===== src/rtl/fp_mult_result_collector.sv =====
// rtl/fp_mult_result_collector.sv - credit-tracked result FIFO with sticky flags behind the fixed-latency fp multiplier
module fp_mult_result_collector #(
  parameter int LATENCY = 2,
  parameter int DEPTH   = 8
) (
  input  logic        clk,
  input  logic        rst,
  input  logic        in_valid,
  output logic        in_ready,
  input  logic [31:0] z,
  input  logic [7:0]  status,
  output logic        out_valid,
  input  logic        out_ready,
  output logic [31:0] out_z,
  output logic [7:0]  out_status,
  input  logic        clear_sticky,
  output logic [6:0]  sticky,
  output logic [15:0] result_count
);

  localparam int AW = $clog2(DEPTH);
  // Wide enough for DEPTH + LATENCY at the largest legal parameters.
  localparam int CW = 8;
  localparam logic [CW-1:0] DEPTH_C = CW'(DEPTH);

  logic [LATENCY-1:0] vld_pipe_q, vld_pipe_d;
  logic [CW-1:0]      inflight_q, inflight_d;
  logic [CW-1:0]      occ_q, occ_d;
  logic [AW-1:0]      head_q, head_d;
  logic [AW-1:0]      tail_q, tail_d;
  logic [6:0]         sticky_q, sticky_d;
  logic [15:0]        count_q, count_d;
  logic [39:0]        mem_q [DEPTH];

  logic arrive;
  logic pop;
  logic full;
  logic drop;
  logic push;

  // A result is present on z/status exactly when its issue tag reaches the end of the pipe.
  assign arrive    = vld_pipe_q[LATENCY-1];
  assign out_valid = (occ_q != '0);
  assign pop       = out_valid & out_ready;
  assign full      = (occ_q == DEPTH_C);
  // A pop in the arrival cycle frees the slot, so only a full FIFO with no pop drops.
  assign drop      = arrive & full & ~pop;
  assign push      = arrive & ~drop;

  // Credit counts slots already promised to in-flight ops; registered state only.
  assign in_ready  = (occ_q + inflight_q) < DEPTH_C;

  assign out_z        = mem_q[head_q][39:8];
  assign out_status   = mem_q[head_q][7:0];
  assign sticky       = sticky_q;
  assign result_count = count_q;

  // Next-state for the issue-tag pipe, counters, pointers, flags.
  always_comb begin
    vld_pipe_d    = '0;
    vld_pipe_d[0] = in_valid;
    for (int i = 1; i < LATENCY; i++) begin
      vld_pipe_d[i] = vld_pipe_q[i-1];
    end

    inflight_d = inflight_q + CW'(in_valid) - CW'(arrive);
    occ_d      = occ_q + CW'(push) - CW'(pop);
    head_d     = head_q + AW'(pop);
    tail_d     = tail_q + AW'(push);
    count_d    = count_q + 16'(push);

    // Clear first, then accumulate, so a coincident capture or drop survives the clear.
    sticky_d = clear_sticky ? 7'd0 : sticky_q;
    if (push) begin
      sticky_d[5:0] = sticky_d[5:0] | status[5:0];
    end
    if (drop) begin
      sticky_d[6] = 1'b1;
    end
  end

  // Control state with synchronous reset; discards in-flight tags and FIFO contents.
  always_ff @(posedge clk) begin
    if (rst) begin
      vld_pipe_q <= '0;
      inflight_q <= '0;
      occ_q      <= '0;
      head_q     <= '0;
      tail_q     <= '0;
      sticky_q   <= '0;
      count_q    <= '0;
    end else begin
      vld_pipe_q <= vld_pipe_d;
      inflight_q <= inflight_d;
      occ_q      <= occ_d;
      head_q     <= head_d;
      tail_q     <= tail_d;
      sticky_q   <= sticky_d;
      count_q    <= count_d;
    end
  end

  // Result storage; contents are only meaningful below occupancy so it needs no reset.
  always_ff @(posedge clk) begin
    if (push && !rst) begin
      mem_q[tail_q] <= {z, status};
    end
  end

endmodule


===== config.mk =====
export PLATFORM = sky130hd
export DESIGN_NAME = fp_mult_result_collector
export DESIGN_NICKNAME = d
export VERILOG_FILES = /design/src/rtl/fp_mult_result_collector.sv
export SDC_FILE = /design/constraint.sdc
export NUM_CORES = 1
export LEC_CHECK = 0
export ABC_CLOCK_PERIOD_IN_PS = 4560
export BUFFER_PORTS_ARGS = -buffer_cell sky130_fd_sc_hd__buf_2
export CELL_PAD_IN_SITES_DETAIL_PLACEMENT = 1
export CELL_PAD_IN_SITES_GLOBAL_PLACEMENT = 2
export CORE_UTILIZATION = 42
export DETAILED_ROUTE_END_ITERATION = 12
export PLACE_DENSITY = 0.85
export SLEW_MARGIN = 20
export SYNTH_ARGS = -nofsm -noshare
export SYNTH_HDL_FRONTEND = slang
export SYNTH_SLANG_ARGS = --single-unit

===== constraint.sdc =====
create_clock -name clk -period 4.56 [get_ports clk]
set_input_delay 0 -clock clk [delete_from_list [all_inputs] [get_ports clk]]
set_output_delay 0 -clock clk [all_outputs]
set_load 0.02 [all_outputs]

Word-level counts from Yosys, hierarchy flattened
Memories as Yosys holds them, arrays and structs flattened. A register that Yosys moved wholly into a read port is not among the register bits.
Index checks and enable logic that the tools add are counted.

storage, ports and cells
  register bits = 47
  bits in latches = 0
  RAM bits = 320
  bits in read-only memories = 0
  input port bits = 45
  output and inout bits = 65
  word-level logic and storage cells = 36
  memories kept = 1

operators by class
  add/subtract/negate cells = 8
  multipliers = 0
  divide/modulo/power cells = 0
  $lt $le $gt $ge = 1
  eq/ne operators = 1
  shift operators = 0
  mux-type cells = 6
  bitwise logic cells = 7
  reductions and logical operators = 4

memory list
  name   depth  bits a word  read ports  clocked after memory_dff  write ports  RTL line  text
  mem_q  8      40           1           1                         1            33        logic [39:0] mem_q [DEPTH];

operators by type and width
  cell                                                         number
  adder 16 x 1 -> 16 bit                                       1
  adder 8 x 1 -> 8 bit                                         2
  subtractor 8 x 1 -> 8 bit                                    2
  adder 8 bit                                                  1
  == test 8 x 4 -> 1 bit (second input constant)               1
  less-than comparator 8 x 4 -> 1 bit (second input constant)  1
  nonzero test 8 bit                                           1
  2-to-1 mux 7 bit                                             1
  adder 3 x 1 -> 3 bit                                         2
  2-to-1 mux 6 bit                                             1
  OR 6 bit                                                     1
  bitwise AND 1 bit                                            4
  2-to-1 mux 1 bit                                             3
  2-to-1 mux 3 bit                                             1
  inverter 1 bit                                               2
  nonzero test 2 bit                                           1
  logical AND 1 bit                                            1
  zero test 1 bit                                              1

Logic depth before layout (Yosys ltp)
  depth in word-level cells = 9
  depth in mapped cells = 14
  mapped depth without buffers = 14

Worst setup path after synthesis
Ideal clock, no wire load.

  path kind = register -> register
  start = register occ_q[4]
  end = memory mem_q[4][0] (enable)
  data arrival time = 4.261 ns
  required time = 4.065 ns
  path slack = -0.196 ns
  cell stages (with the launch flop) = 9
  path buffers = 1
  period minus slack after synthesis = 4.756 ns
  cell sequence = dfxtp_1 -> inv_1 -> ha_1 -> and4bb_2 -> nand3_1 -> and3_1 -> buf_2 -> nand2b_1 -> nor3b_1

between the ends
  longest elaborated chain between the ends = 9
  elaborated cells on any way between the ends = 11
  those cells by class = 1 x eq/ne; 2 x mux; 6 x bitwise; 2 x reduce/logical

ends and longest elaborated chain
  element                                     RTL line  text
  start, declared                             28        logic [CW-1:0] occ_q, occ_d;
  start signal, assigned                      87        occ_q <= '0;
  start signal, assigned                      95        occ_q <= occ_d;
  nonzero test 8 bit                          43        assign out_valid = (occ_q != '0);
  bitwise AND 1 bit                           44        assign pop = out_valid & out_ready;
  inverter 1 bit                              47        assign drop = arrive & full & ~pop;
  bitwise AND 1 bit (*)                       47
  inverter 1 bit (*)                          48        assign push = arrive & ~drop;
  bitwise AND 1 bit (*)                       48
  logical AND 1 bit (*)                       105       if (push && !rst) begin
  2-to-1 mux 1 bit (*)                        105
  2-to-1 mux 1 bit (not written as such) (*)  106       mem_q[tail_q] <= {z, status};
  end, declared                               33

Mark *: on every way between the ends. The rest lies on a longest branch, timed or not.

==> impl_metrics.ini <==
[sta]
worstMarginPinSlew_ns = 1.01
unrepaired_setup_endpoints_after_global_routing = no
final.period_utilization = 0.654
fin_crit_ns = 2.98
worst_slew_margin_relative_to_its_limit = 0.327
final_ws_setup_ns = 1.58
hold_violations = 0
fmax_ghz = 0.335
whs_ns = 0.0579
final-max-slew-violation-count = 0
worst_clock_skew_ns = 0.0264
finalSetupViolations = 0
totalNegativeSetupSlack_ns = 0

[clock_tree]
clkTransAtPathRegs_ns = 0.06
clock_latency_ns = 0.53
root_buffer = sky130_fd_sc_hd__clkbuf_16
setup_fix_bufs_post_cts = 0
cts_max_path_buffers = 3
tritoncts_clock_tree = yes
cts_max_level = 2
cts_inserted_buffers = 39
cts_num_sinks = 367

[layout]
post-route-util = 0.509
synthToLayoutAreaGrowth_pct = 19.1
post_route_cells_drive_above_1_share = 0.290
final_design_area_no_fill_um2 = 17600
finish.net_count = 1013
most-common-layout-cells = 320 x sky130_fd_sc_hd__edfxtp_1, 109 x sky130_fd_sc_hd__buf_2, 44 x sky130_fd_sc_hd__dlygate4sd3_1, 44 x sky130_fd_sc_hd__dfxtp_1, 42 x sky130_fd_sc_hd__mux2_2
antennaDiodeCount = 0
register_area_um2 = 10600
mostFrequentLayoutCell = sky130_fd_sc_hd__edfxtp_1
area_of_the_multi_input_gates_um2 = 4020
fillCellCount = 3191

[power]
sequentialPowerShare = 0.447
leakagePower_nw = 6.07
intPower_mw = 6.44
switching_share = 0.261
comb_power_frac = 0.195
clockPowerShare = 0.358
power_density_relative_to_cell_area_nw_per_um2 = 494
power_switching_mw = 2.28
power.ir.vdd_worst_mv = 0.246

[synth]
yosysUniqueCellTypes = 51
synth.largest_area_cell = sky130_fd_sc_hd__edfxtp_1
ys_dominant_reg_cell = sky130_fd_sc_hd__edfxtp_1
cell_types_occupying_the_most_area_after_synthesis = sky130_fd_sc_hd__edfxtp_1 65%, sky130_fd_sc_hd__mux4_1 7.1%, sky130_fd_sc_hd__dfxtp_1 6.4%, sky130_fd_sc_hd__mux4_2 6.1%, sky130_fd_sc_hd__mux2_2 3.2%
syn_area_per_cell_um2 = 19.6
synth.ff_latch_count = 367
synth_seq_area_share = 0.713
netlist_instances = 756
netlist_area_um2 = 14800
synthesis.nets = 834
yosys_warnings = 0
synth_enable_flop_cells = 320
synth_async_sr_flop_share = 0
share_of_the_synthesized_area_in_the_top_cell_type = 0.650

[placed_design]
hpwl_after_detailed_placement_mm = 18.9
place_worst_setup_slack_ns = 1.60
io_buffers = 109
gp_routability_congestion = 0.736
postPlaceCellArea_um2 = 15900

[critical_path]
buffering_stage_count_on_the_worst_path_with_inverters_included = 2
cp_max_fo = 51
critical_path.slowest_cell = sky130_fd_sc_hd__dfxtp_4
worst-endpoint-arrival_ns = 2.98
cp_slowest_stage_delay_ns = 1.02
worstSetupPathType = flip-flop to primary output
r2r.worst_path.cells = 14
reg_to_reg_endpoint = occ_q[6]$_SDFF_PP0_
cp_cell_sequence = buf_12, mux4_1, mux2_2, buf_2
cp_top_family = flip-flops
r2r-start = occ_q[6]$_SDFF_PP0_
cp-start-kind = flip-flop
required_ns = 4.56
ff2ff_setup_slack_ns = 1.65
endpoint_kind = primary output

[grt]
grt_start_max_net_pins = 54
global_router_s_overall_resource_usage = 0.176
grt_first_pass_wirelength_mm = 47.9
global_route.overflow_total = 0
antenna_found_initial = 0
first_global_vias = 8280

[drt]
drt_pass1_iterations = 4
detail_route.wl_per_cell_um = 22.1
detail-route-antenna-nets = 0
route.final.wire_length_mm = 31.3
dr.first_iter.drc_count = 486
routed-via-count = 7584
viasPerCell = 5.36
drt_drc_violations_left = 0

[die]
initial_utilization = 0.427
design.core.area_um2 = 34600
die_area_um2 = 36000
pin_count = 110
die_width_um = 190
chipHeight_um = 190
std_cell_rows = 68

[worst_hold_path]
timing.hold.worst_endpoint = head_q[0]$_SDFF_PP0_
launch_point_of_the_worst_hold_path = out_ready
worstHoldPathCells = 4
worstHoldPathType = input port to flip-flop

[run_status]
status = complete, no violations

[run]
max_cap_viol_count = 0
## worst min-delay path: stages
cell	delay (ns)
sky130_fd_sc_hd__buf_2	0.11
sky130_fd_sc_hd__and2_1	0.18
sky130_fd_sc_hd__ha_1	0.13
sky130_fd_sc_hd__nor2b_1	0.11
## flip-flops by register name, summed over array words and instances, names as in the netlist
signal	cells
occ_q	8
tail_q	3
sticky	7
inflight_q	8
mem_q	320
head_q	3
result_count	16
vld_pipe_q	2
## power groups by stage
stage                     logic [mW]  clock network (mW)  registers (mW)
after floorplan                 1.36                   0            3.84
after global placement          1.65                   0            3.97
after detailed placement        1.68                   0            3.97
after CTS                       1.72                3.19            3.90
after global routing            1.87                3.28            3.92
final                           1.70                3.12            3.90
## area by class of cell
class,instances,area share
clock buffers,47,0.0571
clock inverters,20,0.0140
inverters,23,0.00490
multi-input cells,336,0.228
flip-flops and latches,367,0.599
well taps,455,0.0323
repair buffers,168,0.0645
## Yosys cell counts (all sizes together), types with 3 or more instances
master and n:
a21o 4, a21oi 12, a22o 6, and3 8, buf 16, clkbuf 14, dfxtp 47, edfxtp 320
ha 31, inv 23, mux2 43, mux4 80, nand2 12, nand2b 5, nand3 9, nand4 7
nor2 30, nor2b 15, nor3 8, nor3b 4, o21ai 8, or3 3, xnor2 14, xor2 9
## cell families (layout without fill, tap and decap cells)
group                    after synthesis  in the layout  share of synthesized area
AO/OA/AOI/OAI                         44             44                     0.0198
XOR/XNOR                              23             23                     0.0136
adder cells (fa/ha/maj)               33             33                     0.0289
buffers and inverters                 53            258                     0.0183
flip-flops                           367            367                      0.713
multiplexers                         124            124                      0.165
AND/OR/NAND/NOR                      112            112                     0.0409
## per-layer routing
layer,global-route usage,up-vias,routed length [um]
met3,0.0242,45,1070
met1,0.226,3953,13600
met2,0.314,169,16000
met5,0,-,0
li1,-,3417,-
met4,0.0468,0,588
## stage by stage
stage | total power [mW] | std cells
after global placement | 5.62 | 1305
final | 8.71 | 1416
after floorplan | 5.20 | 756
after global routing | 9.08 | 1416
after CTS | 8.82 | 1416
after detailed placement | 5.65 | 1305
## worst max path at each step
stage / endpoint / cells past startpoint / start / slack [ns]
global route: occ_q[6]$_SDFF_PP0_ / 14 / occ_q[6]$_SDFF_PP0_ / 1.34
floorplan: mem_q[4][0]$_DFFE_PP_ / 8 / occ_q[4]$_SDFF_PP0_ / -0.20
global placement: occ_q[6]$_SDFF_PP0_ / 14 / occ_q[5]$_SDFF_PP0_ / 1.71
CTS: out_z[12] / 4 / head_q[0]$_SDFF_PP0_ / 1.51
finish: out_z[12] / 4 / head_q[0]$_SDFF_PP0_ / 1.58
detailed placement: occ_q[6]$_SDFF_PP0_ / 14 / occ_q[4]$_SDFF_PP0_ / 1.60
## what timing repair did
action,in CTS,in global routing
resized for setup,0,0
hold buffers,44,0
hold endpoints to repair,331,0
Power figures use the tool's default switching activity.
